[src/rtl/ps2_keys_pkg.sv]
// Shared PS/2 Set-2 scancode, event-command and ASCII constants
// for the keycode decoder and its lookup table.
package ps2_keys_pkg;

  // Parser state
  typedef enum logic [1:0] {
    ST_IDLE,
    ST_EXT,
    ST_BRK,
    ST_EXT_BRK
  } ps2_state_e;

  // Event command encoding
  localparam logic [2:0] CMD_CHAR  = 3'd0;
  localparam logic [2:0] CMD_UP    = 3'd1;
  localparam logic [2:0] CMD_DOWN  = 3'd2;
  localparam logic [2:0] CMD_LEFT  = 3'd3;
  localparam logic [2:0] CMD_RIGHT = 3'd4;
  localparam logic [2:0] CMD_BKSP  = 3'd5;
  localparam logic [2:0] CMD_ENTER = 3'd6;

  // Framing prefixes and modifiers
  localparam logic [7:0] SC_EXT    = 8'hE0;
  localparam logic [7:0] SC_BRK    = 8'hF0;
  localparam logic [7:0] SC_LSHIFT = 8'h12;
  localparam logic [7:0] SC_RSHIFT = 8'h59;
  localparam logic [7:0] SC_CAPS   = 8'h58;

  // Cursor and edit keys
  localparam logic [7:0] SC_UP    = 8'h75;
  localparam logic [7:0] SC_DOWN  = 8'h72;
  localparam logic [7:0] SC_LEFT  = 8'h6B;
  localparam logic [7:0] SC_RIGHT = 8'h74;
  localparam logic [7:0] SC_BKSP  = 8'h66;
  localparam logic [7:0] SC_ENTER = 8'h5A;
  localparam logic [7:0] SC_SPACE = 8'h29;

  // Letters
  localparam logic [7:0] SC_A = 8'h1C;
  localparam logic [7:0] SC_B = 8'h32;
  localparam logic [7:0] SC_C = 8'h21;
  localparam logic [7:0] SC_D = 8'h23;
  localparam logic [7:0] SC_E = 8'h24;
  localparam logic [7:0] SC_F = 8'h2B;
  localparam logic [7:0] SC_G = 8'h34;
  localparam logic [7:0] SC_H = 8'h33;
  localparam logic [7:0] SC_I = 8'h43;
  localparam logic [7:0] SC_J = 8'h3B;
  localparam logic [7:0] SC_K = 8'h42;
  localparam logic [7:0] SC_L = 8'h4B;
  localparam logic [7:0] SC_M = 8'h3A;
  localparam logic [7:0] SC_N = 8'h31;
  localparam logic [7:0] SC_O = 8'h44;
  localparam logic [7:0] SC_P = 8'h4D;
  localparam logic [7:0] SC_Q = 8'h15;
  localparam logic [7:0] SC_R = 8'h2D;
  localparam logic [7:0] SC_S = 8'h1B;
  localparam logic [7:0] SC_T = 8'h2C;
  localparam logic [7:0] SC_U = 8'h3C;
  localparam logic [7:0] SC_V = 8'h2A;
  localparam logic [7:0] SC_W = 8'h1D;
  localparam logic [7:0] SC_X = 8'h22;
  localparam logic [7:0] SC_Y = 8'h35;
  localparam logic [7:0] SC_Z = 8'h1A;

  // Digits
  localparam logic [7:0] SC_0 = 8'h45;
  localparam logic [7:0] SC_1 = 8'h16;
  localparam logic [7:0] SC_2 = 8'h1E;
  localparam logic [7:0] SC_3 = 8'h26;
  localparam logic [7:0] SC_4 = 8'h25;
  localparam logic [7:0] SC_5 = 8'h2E;
  localparam logic [7:0] SC_6 = 8'h36;
  localparam logic [7:0] SC_7 = 8'h3D;
  localparam logic [7:0] SC_8 = 8'h3E;
  localparam logic [7:0] SC_9 = 8'h46;

  // Punctuation
  localparam logic [7:0] SC_GRAVE  = 8'h0E;
  localparam logic [7:0] SC_MINUS  = 8'h4E;
  localparam logic [7:0] SC_EQUAL  = 8'h55;
  localparam logic [7:0] SC_LBRACK = 8'h54;
  localparam logic [7:0] SC_RBRACK = 8'h5B;
  localparam logic [7:0] SC_BSLASH = 8'h5D;
  localparam logic [7:0] SC_SEMI   = 8'h4C;
  localparam logic [7:0] SC_QUOTE  = 8'h52;
  localparam logic [7:0] SC_COMMA  = 8'h41;
  localparam logic [7:0] SC_DOT    = 8'h49;
  localparam logic [7:0] SC_SLASH  = 8'h4A;

  // ASCII helpers
  localparam logic [7:0] ASC_NUL   = 8'h00;
  localparam logic [7:0] ASC_SPACE = 8'h20;
  localparam logic [7:0] ASC_CASE  = 8'h20;

  // Keys that still produce events behind an E0 prefix
  function automatic logic is_ext_key(input logic [7:0] c);
    return (c == SC_UP) || (c == SC_DOWN) ||
           (c == SC_LEFT) || (c == SC_RIGHT) ||
           (c == SC_ENTER);
  endfunction

endpackage

[src/rtl/ps2_set2_lut.sv]
// Combinational Set-2 make-code lookup: (code, upper, shifted) -> {hit, cmd, ascii}.
// Ports: code in; upper selects letter case; shifted selects symbol row; hit/cmd/ascii out.
module ps2_set2_lut
  import ps2_keys_pkg::*;
(
  input  logic [7:0] code,
  input  logic       upper,
  input  logic       shifted,
  output logic       hit,
  output logic [2:0] cmd,
  output logic [7:0] ascii
);

  logic       letter;
  logic [7:0] lo;
  logic [7:0] hi;

  always_comb begin
    hit    = 1'b1;
    cmd    = CMD_CHAR;
    letter = 1'b0;
    lo     = ASC_NUL;
    hi     = ASC_NUL;
    case (code)
      SC_UP:     cmd = CMD_UP;
      SC_DOWN:   cmd = CMD_DOWN;
      SC_LEFT:   cmd = CMD_LEFT;
      SC_RIGHT:  cmd = CMD_RIGHT;
      SC_BKSP:   cmd = CMD_BKSP;
      SC_ENTER:  cmd = CMD_ENTER;
      SC_SPACE:  begin lo = ASC_SPACE; hi = ASC_SPACE; end
      SC_A:      begin letter = 1'b1; lo = 8'h61; end
      SC_B:      begin letter = 1'b1; lo = 8'h62; end
      SC_C:      begin letter = 1'b1; lo = 8'h63; end
      SC_D:      begin letter = 1'b1; lo = 8'h64; end
      SC_E:      begin letter = 1'b1; lo = 8'h65; end
      SC_F:      begin letter = 1'b1; lo = 8'h66; end
      SC_G:      begin letter = 1'b1; lo = 8'h67; end
      SC_H:      begin letter = 1'b1; lo = 8'h68; end
      SC_I:      begin letter = 1'b1; lo = 8'h69; end
      SC_J:      begin letter = 1'b1; lo = 8'h6A; end
      SC_K:      begin letter = 1'b1; lo = 8'h6B; end
      SC_L:      begin letter = 1'b1; lo = 8'h6C; end
      SC_M:      begin letter = 1'b1; lo = 8'h6D; end
      SC_N:      begin letter = 1'b1; lo = 8'h6E; end
      SC_O:      begin letter = 1'b1; lo = 8'h6F; end
      SC_P:      begin letter = 1'b1; lo = 8'h70; end
      SC_Q:      begin letter = 1'b1; lo = 8'h71; end
      SC_R:      begin letter = 1'b1; lo = 8'h72; end
      SC_S:      begin letter = 1'b1; lo = 8'h73; end
      SC_T:      begin letter = 1'b1; lo = 8'h74; end
      SC_U:      begin letter = 1'b1; lo = 8'h75; end
      SC_V:      begin letter = 1'b1; lo = 8'h76; end
      SC_W:      begin letter = 1'b1; lo = 8'h77; end
      SC_X:      begin letter = 1'b1; lo = 8'h78; end
      SC_Y:      begin letter = 1'b1; lo = 8'h79; end
      SC_Z:      begin letter = 1'b1; lo = 8'h7A; end
      SC_0:      begin lo = 8'h30; hi = 8'h29; end
      SC_1:      begin lo = 8'h31; hi = 8'h21; end
      SC_2:      begin lo = 8'h32; hi = 8'h40; end
      SC_3:      begin lo = 8'h33; hi = 8'h23; end
      SC_4:      begin lo = 8'h34; hi = 8'h24; end
      SC_5:      begin lo = 8'h35; hi = 8'h25; end
      SC_6:      begin lo = 8'h36; hi = 8'h5E; end
      SC_7:      begin lo = 8'h37; hi = 8'h26; end
      SC_8:      begin lo = 8'h38; hi = 8'h2A; end
      SC_9:      begin lo = 8'h39; hi = 8'h28; end
      SC_GRAVE:  begin lo = 8'h60; hi = 8'h7E; end
      SC_MINUS:  begin lo = 8'h2D; hi = 8'h5F; end
      SC_EQUAL:  begin lo = 8'h3D; hi = 8'h2B; end
      SC_LBRACK: begin lo = 8'h5B; hi = 8'h7B; end
      SC_RBRACK: begin lo = 8'h5D; hi = 8'h7D; end
      SC_BSLASH: begin lo = 8'h5C; hi = 8'h7C; end
      SC_SEMI:   begin lo = 8'h3B; hi = 8'h3A; end
      SC_QUOTE:  begin lo = 8'h27; hi = 8'h22; end
      SC_COMMA:  begin lo = 8'h2C; hi = 8'h3C; end
      SC_DOT:    begin lo = 8'h2E; hi = 8'h3E; end
      SC_SLASH:  begin lo = 8'h2F; hi = 8'h3F; end
      default:   hit = 1'b0;
    endcase

    // Letters fold case by clearing bit 5; others pick a row
    ascii = ASC_NUL;
    if (hit && cmd == CMD_CHAR) begin
      if (letter)
        ascii = upper ? (lo & ~ASC_CASE) : lo;
      else
        ascii = shifted ? hi : lo;
    end
  end

endmodule

[src/rtl/ps2_keycode_decoder.sv]
// PS/2 Set-2 byte stream to single-cycle key events (ASCII / cursor cmds).
// Ports: clk, rst (async high), enable, rx_done/rx_data in;
//   ev_valid/ev_cmd/ev_ascii, shift_o, caps_o out. Macro: PS2_CAPSLOCK_EN.
module ps2_keycode_decoder
  import ps2_keys_pkg::*;
#(
  parameter bit SHIFT_AFFECTS_DIGITS = 1'b1
) (
  input  logic       clk,
  input  logic       rst,
  input  logic       enable,
  input  logic       rx_done,
  input  logic [7:0] rx_data,
  output logic       ev_valid,
  output logic [2:0] ev_cmd,
  output logic [7:0] ev_ascii,
  output logic       shift_o,
  output logic       caps_o
);

  ps2_state_e state;
  logic       lshift;
  logic       rshift;
  logic       caps_w;
  logic       shift_w;

  logic       lut_hit;
  logic [2:0] lut_cmd;
  logic [7:0] lut_ascii;

  logic       prefix;
  logic       make_plain;
  logic       make_ext;
  logic       fire;

  assign shift_w = lshift | rshift;
  assign shift_o = shift_w;

  assign prefix = (rx_data == SC_EXT) ||
                  (rx_data == SC_BRK);
  assign make_plain = rx_done && !prefix &&
                      (state == ST_IDLE);
  assign make_ext = rx_done && !prefix &&
                    (state == ST_EXT);

  // Behind E0 only arrows and keypad enter are keys
  assign fire = enable && lut_hit &&
                (make_plain ||
                 (make_ext && is_ext_key(rx_data)));

  ps2_set2_lut u_lut (
    .code    (rx_data),
    .upper   (shift_w ^ caps_w),
    .shifted (shift_w & SHIFT_AFFECTS_DIGITS),
    .hit     (lut_hit),
    .cmd     (lut_cmd),
    .ascii   (lut_ascii)
  );

`ifdef PS2_CAPSLOCK_EN
  logic caps_q;

  always_ff @(posedge clk or posedge rst) begin
    if (rst)
      caps_q <= 1'b0;
    else if (make_plain && rx_data == SC_CAPS)
      caps_q <= ~caps_q;
  end

  assign caps_w = caps_q;
`else
  assign caps_w = 1'b0;
`endif

  assign caps_o = caps_w;

  always_ff @(posedge clk or posedge rst) begin
    if (rst) begin
      state    <= ST_IDLE;
      lshift   <= 1'b0;
      rshift   <= 1'b0;
      ev_valid <= 1'b0;
      ev_cmd   <= CMD_CHAR;
      ev_ascii <= ASC_NUL;
    end else begin
      ev_valid <= fire;
      if (fire) begin
        ev_cmd   <= lut_cmd;
        ev_ascii <= lut_ascii;
      end
      if (rx_done) begin
        case (state)
          ST_IDLE: begin
            if (rx_data == SC_EXT)
              state <= ST_EXT;
            else if (rx_data == SC_BRK)
              state <= ST_BRK;
            else if (rx_data == SC_LSHIFT)
              lshift <= 1'b1;
            else if (rx_data == SC_RSHIFT)
              rshift <= 1'b1;
          end
          ST_EXT: begin
            if (rx_data == SC_BRK)
              state <= ST_EXT_BRK;
            else if (rx_data != SC_EXT)
              state <= ST_IDLE;
          end
          ST_BRK: begin
            state <= ST_IDLE;
            if (rx_data == SC_LSHIFT)
              lshift <= 1'b0;
            if (rx_data == SC_RSHIFT)
              rshift <= 1'b0;
          end
          default: state <= ST_IDLE;
        endcase
      end
    end
  end

endmodule

[config.mk]
export PLATFORM = sky130hd
export DESIGN_NAME = ps2_keycode_decoder
export DESIGN_NICKNAME = d
export VERILOG_FILES = /design/src/rtl/ps2_keys_pkg.sv /design/src/rtl/ps2_set2_lut.sv /design/src/rtl/ps2_keycode_decoder.sv
export SDC_FILE = /design/constraint.sdc
export NUM_CORES = 1
export LEC_CHECK = 0
export BUFFER_PORTS_ARGS = -buffer_cell sky130_fd_sc_hd__clkbuf_2
export CORE_AREA = 4 4 79 81
export DETAILED_ROUTE_END_ITERATION = 7
export DIE_AREA = 0 0 83 85
export MAX_ROUTING_LAYER = met4
export PLACE_DENSITY = 0.65
export SETUP_SLACK_MARGIN = 0.15
export SLEW_MARGIN = 5
export SYNTH_ARGS = -nofsm -noshare
export SYNTH_HDL_FRONTEND = slang
export SYNTH_SLANG_ARGS = --single-unit
[constraint.sdc]
create_clock -name clk -period 2.7 [get_ports clk]
set_clock_uncertainty 0.15 [all_clocks]
set_input_delay 0.27 -clock clk [delete_from_list [all_inputs] [get_ports clk]]
set_output_delay 0.27 -clock clk [all_outputs]
set_load 0.02 [all_outputs]
* Word level (Yosys, flattened, before mapping)
Cells that the tools add are included.
** Cells by class
- Multipliers :: 0
- Multiplexer cells :: 25
- Divide/modulo/power cells :: 0
- Equality and inequality tests :: 70
- Reductions and logical operators :: 22
- Shift-type cells :: 0
- Add/subtract/negate cells :: 0
- $lt $le $gt $ge :: 0
- Bitwise logic cells :: 1
** Operators with widths (count)
- 7-bit case mux with 48 select lines :: 1
- 8-bit by 7-bit equality test with 1-bit output (second input constant) :: 24
- 8-bit by 6-bit equality test with 1-bit output (second input constant) :: 23
- 7-bit case mux with 22 select lines :: 1
- 8-bit by 5-bit equality test with 1-bit output (second input constant) :: 8
- 54-bit OR reduction :: 1
- 26-bit OR reduction :: 1
- 3-bit case mux with 6 select lines :: 1
- 8-bit equality test (second input constant) :: 2
- 7-bit two-way mux :: 2
- 1-bit two-way mux :: 11
- 2-bit != test (second input constant) :: 5
- 8-bit by 4-bit equality test with 1-bit output (second input constant) :: 1
- 2-bit two-way mux :: 4
- 8-bit two-way mux :: 1
- 8-bit != test (second input constant) :: 1
- 1-bit logical AND :: 7
- 7-bit AND reduction :: 1
- 1-bit logical OR :: 6
- 6-bit two-way mux :: 1
- 6-bit AND reduction :: 1
- 2-bit by 1-bit != test with 1-bit output (second input constant) :: 2
- 1-bit case mux with 2 select lines :: 2
- 2-bit case mux with 2 select lines :: 1
- other kinds (10) :: 10
** Storage, ports and cells
- Memory bits (read-only) :: 0
- Memories kept :: 0
- Bits of input ports :: 12
- Logic and storage cells :: 124
- Latch bits :: 0
- Output and inout bits :: 14
- Bits in registers :: 16
- RAM bits :: 0

* Longest topological paths before layout
Gate-level depths: netlist (run 1).
- Word-level depth :: 8
- Gate-level depth with buffers :: 11
- Depth with buffers taken out :: 7

* Cells and area by module
Synthesis (run 1) repeated with hierarchy kept, for this count alone.
** Second synthesis, totals
- Cells, all modules :: 307
- Area total of the unflattened synthesis :: 2529.9 µm²
** By module, submodules not included
- ps2_set2_lut :: cells each 245, area each 1730.4 µm², times used 1
- ps2_keycode_decoder :: cells each 62, area each 799.5 µm², times used 1

* Least setup slack after synthesis (run 1)
No wires, ideal clock.
- Path kind :: input to register
- From :: in rx_data[4]
- To :: reg ev_ascii[3]
- Setup time :: 0.068 ns
- Stages :: 10
- Setup slack :: 0.291 ns
- Arrival :: 2.191 ns
- Cells stage by stage :: buf_2 > buf_6 > or4bb_1 > o22ai_1 > a221oi_1 > o211ai_1 > or4b_1 > buf_2 > a21o_1 > nand3_1
** On the way
- Longest elaborated chain between the ends :: 8
- Elaborated cells on any way between the ends :: 82
** Ends and longest elaborated chain
- start: declaration :: RTL line ps2_keycode_decoder.sv:13 : input logic [7:0] rx_data,
- branches (longest 8 deep; another with 7-bit case mux with 48 select lines)
- end signal: assignment :: RTL line ps2_keycode_decoder.sv:89 : ev_ascii <= lut_ascii;
- end: declaration :: RTL line ps2_keycode_decoder.sv:16 : output logic [7:0] ev_ascii,
Parallel ways; which one is timed is not known.
A chain may end at the register's enable or synchronous reset.

* Worst setup path in the final report (run 1)
- From :: in rx_data[7]
- To :: reg ev_ascii[3]
The elaborated chain is that of the path after synthesis.

==> metrics.txt, run 1 <==
worst vdd rail ir drop 0.255 mV; Die ar. 7060 sq um; Area growth syn-to-layout 23.1%; Post-synth EDFFs 0; total gr overflow 0; RSZ-0062 raised after global routing true; Setup Viol. Count Final 0; Die Height 85 um; Total Routed Length 9870 um; LEAKAGE 1.21 nW; nature of the critical path endpoint register; vias per cell 6.58; Port Buffers 23; fmax 0.408 GHz; syn_area_per_cell 7.12 sq um; Min-Delay Path Class primary input to register; vias 3061; # rows 27; Final Critical Period 2450 ps; synth unique cells 71; vias in the first global route 2942; IO Count 26; status finished, final reports clean; Die X 83 um; largest net degree at the start of global routing 17; # H-tree levels 1; CP Max Fanout 10; Relative slew margins 52.9%; CTS root buf clkbuf_8; CP required 2740 ps; Longest Clk Path Bufs 2; drt drc 0; top-count cell post-synth nand2_1; 1st-iter DRT viols 383; share of cells above drive strength 1 27.0%; largest cells by area after synthesis dfrtp_1 (16%), a21oi_1 (5.0%), nand2_1 (5.0%); DR WL/cell 21.2 um; Detail Route Antenna Nets 0; Worst-Skew Late Latency 240 ps; core area 5470 sq um; Yosys top cell by area dfrtp_1; Tcrit/Tclk final 90.9%; Inserted Diodes 0; Final Hold Fails 0; post-synth top area share 15.6%; Layout Nets 406; sequential area share after synthesis 15.6%; clock slew at reported path FFs 60 ps; ys async rst share 100%; CTS tree yes; Post-synth top cells nand2_1 (32), nor2_1 (27), a21oi_1 (24), o21ai_0 (19); Inserted Clock Buffers 3; synthesized cell area 2400 sq um; kind of critical path primary input to register; first-pass GRT wire length 15700 um; Yosys reg bits 15; Final HPWL DP 7970 um; CP Launch Type primary input; yosys warns 0; Min Hold Slack 175 ps; critical path arrival 2490 ps; dominant synthesized flop cell dfrtp_1; Num Clock Sinks 15; setup bufs post-CTS 0; Worst-Margin Slew 698 ps; total negative slack 0 ps; DRT Pass-1 Iters 6; Finished Layout Cells 465; cell count after synthesis 337; PwrDens 283 nW/um^2; Final Wtd Congestion 1.02; initial antenna violation count 0; max-slew violations 0; max cap viols 0; GRT Total Usage 28.8%; Initial Utilization 43.9%; # placed instances 460
-- state kept, by name, indices dropped and copies added (netlist names) --
name      flops
ev_valid      1
state         2
rshift        1
lshift        1
ev_ascii      7
ev_cmd        3
-- power by group --
part | total [mW] | switching, mW | internal (mW)
clock network | 0.181 | 0.0765 | 0.104
logic | 0.393 | 0.242 | 0.151
registers | 0.263 | 0.0141 | 0.249
total | 0.837 | 0.333 | 0.505
-- cells in the final DEF (no fill, tap or decap), drive strengths merged, types with 4 or more instances in the layout --
master | synthesis | routed
nand2 | 33 | 33
o31ai | 7 | 7
nand4 | 4 | 4
nand3b | 5 | 5
nand2b | 11 | 11
o21ai | 23 | 23
nor2b | 8 | 8
o221ai | 5 | 5
nor3 | 7 | 7
a31oi | 5 | 5
and3b | 4 | 4
buf | 29 | 63
or3b | 5 | 5
a22oi | 8 | 8
inv | 6 | 6
dfrtp | 15 | 15
a21o | 4 | 4
o22ai | 12 | 12
clkbuf | 7 | 27
nor2 | 27 | 27
a211oi | 4 | 4
nand3 | 12 | 12
a21oi | 24 | 24
nor3b | 6 | 6
nor4b | 4 | 4
-- critical path: stages --
cell	delay, ps
clkbuf_2	160
buf_4	210
nor2b_1	340
a32oi_1	180
a31oi_2	290
nor2b_1	200
or4b_1	570
a21o_1	200
nand3_1	70
-- cell families (layout without fill, tap and decap cells) --
family	Yosys count	in the layout	share of synthesized area [%]
mux	3	3	1.25
xor+xnor	3	3	1.09
buf+inv	44	99	10.2
simple gates	151	151	37.6
flops	15	15	15.6
compound gates	120	120	34.1
other cells	1	2	0.156
-- area by class of cell --
cell class                 instances  area, sq um
multi-input combinational        279         1810
inverter                           8         30.0
timing repair buffer              87          611
clock buffer                       4         45.0
sequential                        15          375
tap                               72         90.1
fill                             551         2520
-- metal layers --
metal  part of all wire [%]  global-route usage (%)  vias to the layer above
li1                       -                       -                     1399
met1                     40                    37.3                     1427
met2                     45                    44.7                      185
met3                    9.3                    3.88                       50
met4                    5.5                    12.9                        0
met5                      0                       -                        -
-- path summary, 6_finish.rpt --
path	startpoint	to	slack (ps)	cells past startpoint
max	rx_data[7]	ev_ascii[3]	250	9
min reg2reg	ev_cmd[2]	ev_cmd[2]	340	2
max in group asynchronous	rst	lshift	1580	3
min in group asynchronous	rst	ev_ascii[2]	460	3
max reg2reg	state[1]	ev_ascii[3]	380	7
min	rx_done	state[1]	170	3
-- timing repair --
| item | CTS | global route |
|---|---|---|
| endpoints found under the setup margin | 0 | 8 |
| hold buffers | 1 | 0 |
| endpoints found under the hold margin | 15 | 0 |
| resized for setup | 0 | 3 |
-- through the flow --
| stage | utilization, % | instance area, sq um | total power, mW | setup WS [ps] |
|---|---|---|---|---|
| 3_3_place_gp | 52.7 | 2880 | 0.648 | 39.2 |
| 4_1_cts | 53.7 | 2940 | 0.832 | 269 |
| 3_5_place_dp | 52.7 | 2880 | 0.648 | 2.81 |
| 6_report | 54.0 | 2960 | 0.837 | 246 |
| 5_1_grt | 54.0 | 2960 | 0.895 | 150 |
| 2_1_floorplan | - | 2400 | 0.503 | 291 |
Power figures use the tool's default switching activity.
==> inputs of run 2 (changes only) <==
RECOVER_POWER = 50   (was unset)
==> run 2 against run 1 <==
Via count is 0.42% higher. Hold slack worse by 1.4 ps. Fmax is 0.24% lower. Sequential share of layout area is 0.059 points higher. Count of clock-buffer cells in the layout stayed put. Die area stayed put. Clock power hardly changed. First-iteration DRC count is 0.52% lower. Combinational power hardly changed. Register-to-register slack hardly changed.
==> metrics.txt, run 2 (synthesis results as in run 1) <==
first-pass GRT wire length 15700 um (unchanged); CTS tree yes; CP required 2740 ps (about the same); top flop regs ev_ascii: 7 flops, ev_cmd: 3 flops, state: 2 flops; CTS root buf clkbuf_8; Initial Utilization 43.9% (unchanged); drt drc 0 (unchanged); fin util 53.8% (-0.25 points); most frequent cells in the layout buf_4 (62), nand2_1 (32), nor2_1 (27); final worst slack 240 ps (-5.95 ps); met3 routed WL 914 um (-0.65%); total negative slack 0 ps (unchanged); commonest non-fill, non-tap cell in the layout buf_4; Port Buffers 23 (unchanged); Finished Layout Cells 465 (unchanged); worst vdd rail ir drop 0.256 mV (+0.32%); HP Start rx_done; register with the most flip-flops ev_ascii; CP Max Fanout 10 (unchanged); Num Clock Sinks 15 (unchanged); Power Total 0.835 mW (-0.21%); GRT Total Usage 28.8% (unchanged); initial antenna violation count 0 (unchanged); wire length on met2 4450 um (about the same); Tcrit/Tclk final 91.1% (+0.22 points); Final Hold Fails 0 (unchanged); Final Critical Period 2460 ps (+5.95 ps); LEAKAGE 1.18 nW (-2.9%); # placed instances 460 (unchanged); Layout Nets 406 (unchanged); DR WL/cell 21.5 um (+1.1%); CP Launch Type primary input; Inserted Clock Buffers 3 (unchanged); Min-Delay Path Class primary input to register; Die Height 85 um (unchanged); Detail Route Antenna Nets 0 (unchanged); Relative slew margins 54.6% (+1.7 points); Top Layer Used met4; Die X 83 um (unchanged); Hold Path Depth 3 (unchanged); total gr overflow 0 (unchanged); fill cell total of the finished layout 557 (+1.1%); final instance area 2940 sq um (-0.47%); max-slew violations 0 (unchanged); R2R Path Start state[1]; vias in the first global route 2942 (unchanged); max reg flops 7 (unchanged); DRT Pass-1 Iters 6 (unchanged); Critical Path Source rx_data[7]; RSZ-0062 raised after global routing true; max cap viols 0 (unchanged); 1st-iter DRT viols 381 (-0.52%); Worst-Skew Late Latency 250 ps (about the same); largest net degree at the start of global routing 17 (unchanged); Post-Place Cell Area 2880 sq um (unchanged); Final HPWL DP 7970 um (unchanged); met1 wire length 4080 um (+2.7%); vias per cell 6.61 (+0.42%); fmax 0.407 GHz (-0.24%); # H-tree levels 1 (unchanged); critical path arrival 2500 ps (about the same); kind of critical path primary input to register; Longest Clk Path Bufs 2 (unchanged); R2R cell count 7 (unchanged); PwrDens 284 nW/um^2 (+0.26%); Inserted Diodes 0 (unchanged); Setup Viol. Count Final 0 (unchanged); status finished, final reports clean; Min Hold Slack 173 ps (-1.35 ps); nature of the critical path endpoint register; Final Wtd Congestion 1.02 (unchanged); Total Routed Length 9980 um (+1.1%); setup bufs post-CTS 0 (unchanged); Worst-Margin Slew 672 ps (-25.4 ps); # rows 27 (unchanged); IO Count 26 (unchanged); Place WS 2.81 ps (unchanged); vias 3074 (+0.42%); Die ar. 7060 sq um (unchanged); clock slew at reported path FFs 60 ps (about the same); share of cells above drive strength 1 24.2% (-2.8 points); Area growth syn-to-layout 22.6%; core area 5470 sq um (unchanged)
## run 2: cell counts in the layout (fill, tap and decap cells not counted)
Identical to the previous run, type by type.
## run 2: path summary, 6_finish.rpt
kind	endpoint	slack, ps
min in group asynchronous	ev_ascii[2]	460
max in group asynchronous	rshift	1580
max	ev_ascii[3]	240
min	state[1]	170
max reg2reg	ev_ascii[3]	370
min reg2reg	ev_cmd[2]	340
## run 2: report_power, final
group	switching [mW]	leakage [nW]	total, mW	internal, mW
clock	0.0785	0.0228	0.183	0.105
sequential	0.0140	0.195	0.263	0.249
combinational	0.244	0.960	0.390	0.146
total	0.336	1.18	0.835	0.499
## run 2: cell type report
class | instances | area (sq um) | area share (%)
Timing Repair Buffer | 87 | 597 | 20.3
Sequential cell | 15 | 375 | 12.8
Multi-Input combinational cell | 279 | 1810 | 61.4
Inverter | 8 | 30.0 | 1.02
Tap cell | 72 | 90.1 | 3.06
Clock buffer | 4 | 45.0 | 1.53
## run 2: routing by layer
layer | vias to the layer above | global-route usage (%)
met4 | 0 | 12.9
met2 | 196 | 44.7
met5 | - | -
met3 | 46 | 3.88
met1 | 1438 | 37.3
li1 | 1394 | -
## run 2: worst max-delay path: stages
cell and delay [ps]:
clkbuf_2 160, buf_4 210, nor2b_1 340, a32oi_1 180
a31oi_2 290, nor2b_1 200, or4b_1 570, a21o_1 200
nand3_1 70
## run 2: what timing repair did
action | 4_1_cts | 5_1_grt
hold buffers | 1 | 0
gates resized for setup | 0 | 3
setup endpoints to repair | 0 | 8
hold endpoints to repair | 15 | 0
==> inputs of run 3 (changes only) <==
BUFFER_PORTS_ARGS = unset   (was -buffer_cell sky130_fd_sc_hd__clkbuf_2)
CORE_AREA = 4 4 72 74   (was 4 4 79 81)
DIE_AREA = 0 0 76 78   (was 0 0 83 85)
DONT_BUFFER_PORTS = 1   (was unset)
PLACE_DENSITY = 0.71   (was 0.65)
SLEW_MARGIN = unset   (was 5)
==> run 3 against run 2 <==
Fmax up 2.9%. Largest cell class unchanged. Sequential cell count did not move. Via count fell by 9.3%. First-iteration DRC count rose by 5.0%. Worst setup slack better by 70 ps. Routed wire length fell by 16%. Critical path depth fell by 2.
==> metrics.txt, run 3 (synthesis results as in run 1) <==
total gr overflow 0 (unchanged); 1st-iter DRT viols 400 (+5.0%); DR WL/cell 22.3 um (+3.8%); fmax 0.418 GHz (+2.9%); Final Wtd Congestion 1.09 (+6.9%); CP Launch Type register; max cap viols 0 (unchanged); PwrDens 292 nW/um^2 (+3.0%); commonest non-fill, non-tap cell in the layout nand2_1; max reg flops 7 (unchanged); # rows 25 (-7.4%); # H-tree levels 1 (unchanged); LEAKAGE 0.867 nW (-26%); Detail Route Antenna Nets 0 (unchanged); CP Max Fanout 6 (-4); share of cells above drive strength 1 9.97% (-14 points); RSZ-0062 raised after global routing false; CTS resizes 0 (unchanged); largest net degree at the start of global routing 43 (+26); wire length on met2 3580 um (-20%); Final HPWL DP 6100 um (-23%); register with the most flip-flops ev_ascii; CTS root buf clkbuf_8; vias per cell 7.43 (+12%); Die X 76 um (-8.4%); Die ar. 5930 sq um (-16%); core area 4600 sq um (-16%); clock slew at reported path FFs 70 ps (about the same); total negative slack 0 ps (unchanged); CTS tree yes; DRT Pass-1 Iters 7 (+1); Die Height 78 um (-8.2%); vias in the first global route 2537 (-14%); first-pass GRT wire length 13200 um (-16%); fin util 52.6% (-1.2 points); Layout Nets 334 (-18%); setup bufs post-CTS 0 (unchanged); Tcrit/Tclk final 88.5% (-2.6 points); IO Count 26 (unchanged); Final Critical Period 2390 ps (-70.1 ps); Area growth syn-to-layout 0.730%; max-slew violations 0 (unchanged); Top Layer Used met4; Setup Viol. Count Final 0 (unchanged); kind of critical path register to register; Inserted Clock Buffers 3 (unchanged); Port Buffers 0 (-100%); vias 2788 (-9.3%); most frequent cells in the layout nand2_1 (32), nor2_1 (27), a21oi_1 (24); Hold Buf Count CTS 1 (unchanged); Worst-Margin Slew 861 ps (+189 ps); Longest Clk Path Bufs 2 (unchanged); Total Routed Length 8350 um (-16%); critical path arrival 2430 ps (-70 ps); Worst-Skew Late Latency 260 ps (about the same); drt drc 0 (unchanged); worst vdd rail ir drop 0.201 mV (-21%); CP required 2740 ps (about the same); status finished, final reports clean; Final Hold Fails 0 (unchanged); Initial Utilization 52.2% (+8.3 points); top flop regs ev_ascii: 7 flops, ev_cmd: 3 flops, state: 2 flops; Num Clock Sinks 15 (unchanged); Min-Delay Path Class primary input to register; Inserted Diodes 0 (unchanged); Relative slew margins 41.8% (-13 points); GRT Total Usage 28.4% (-0.43 points); nature of the critical path endpoint register; met1 wire length 3300 um (-19%); met3 routed WL 996 um (+9.0%); initial antenna violation count 0 (unchanged)
[run 3: critical path, cell delays in order, from the launching register on]
cell	delay, ps
dfrtp_1	440
nand3b_1	180
a41o_1	220
a31oi_2	300
nor2b_1	210
or4b_1	560
a21o_1	210
nand3_1	70
[run 3: layout make-up]
| cell class | instances | area [sq um] |
|---|---|---|
| Inverter | 8 | 30.0 |
| Timing Repair Buffer | 15 | 115 |
| Tap cell | 54 | 67.6 |
| Fill cell | 435 | 2180 |
| Clock buffer | 4 | 45.0 |
| Sequential cell | 15 | 375 |
| Multi-Input combinational cell | 279 | 1790 |
[run 3: routing by layer]
metal / track usage, % / up-vias
met4: 12.1 / 0
li1: - / 1251
met3: 6.73 / 58
met1: 36.8 / 1254
met2: 42.0 / 225
met5: - / -
[run 3: worst paths after layout]
check | from | to | slack, ps | cells past startpoint
setup reg to reg | state[1] | ev_ascii[3] | 310 | 7
hold / removal | rx_done | state[1] | 5 | 2
setup / recovery | state[1] | ev_ascii[3] | 310 | 7
max in group asynchronous | rst | ev_ascii[0] | 1640 | 2
hold reg to reg | rshift | rshift | 380 | 2
min in group asynchronous | rst | rshift | 380 | 2
[run 3: report_power, final]
| part | switching (mW) | leakage (nW) | internal, mW |
|---|---|---|---|
| logic | 0.134 | 0.649 | 0.0898 |
| registers | 0.0434 | 0.195 | 0.249 |
| clock network | 0.0870 | 0.0228 | 0.105 |
[run 3: per-stage QoR]
stage	total power, mW	instances	cell area [sq um]	setup WS, ps	hold WS [ps]
6_report	0.707	375	2420	310	4.82
5_1_grt	0.742	375	2420	167	37.0
2_1_floorplan	0.503	338	2400	291	21.5
4_1_cts	0.703	375	2420	323	2.90
3_5_place_dp	0.512	370	2360	232	102
3_3_place_gp	0.514	370	2360	302	78.1
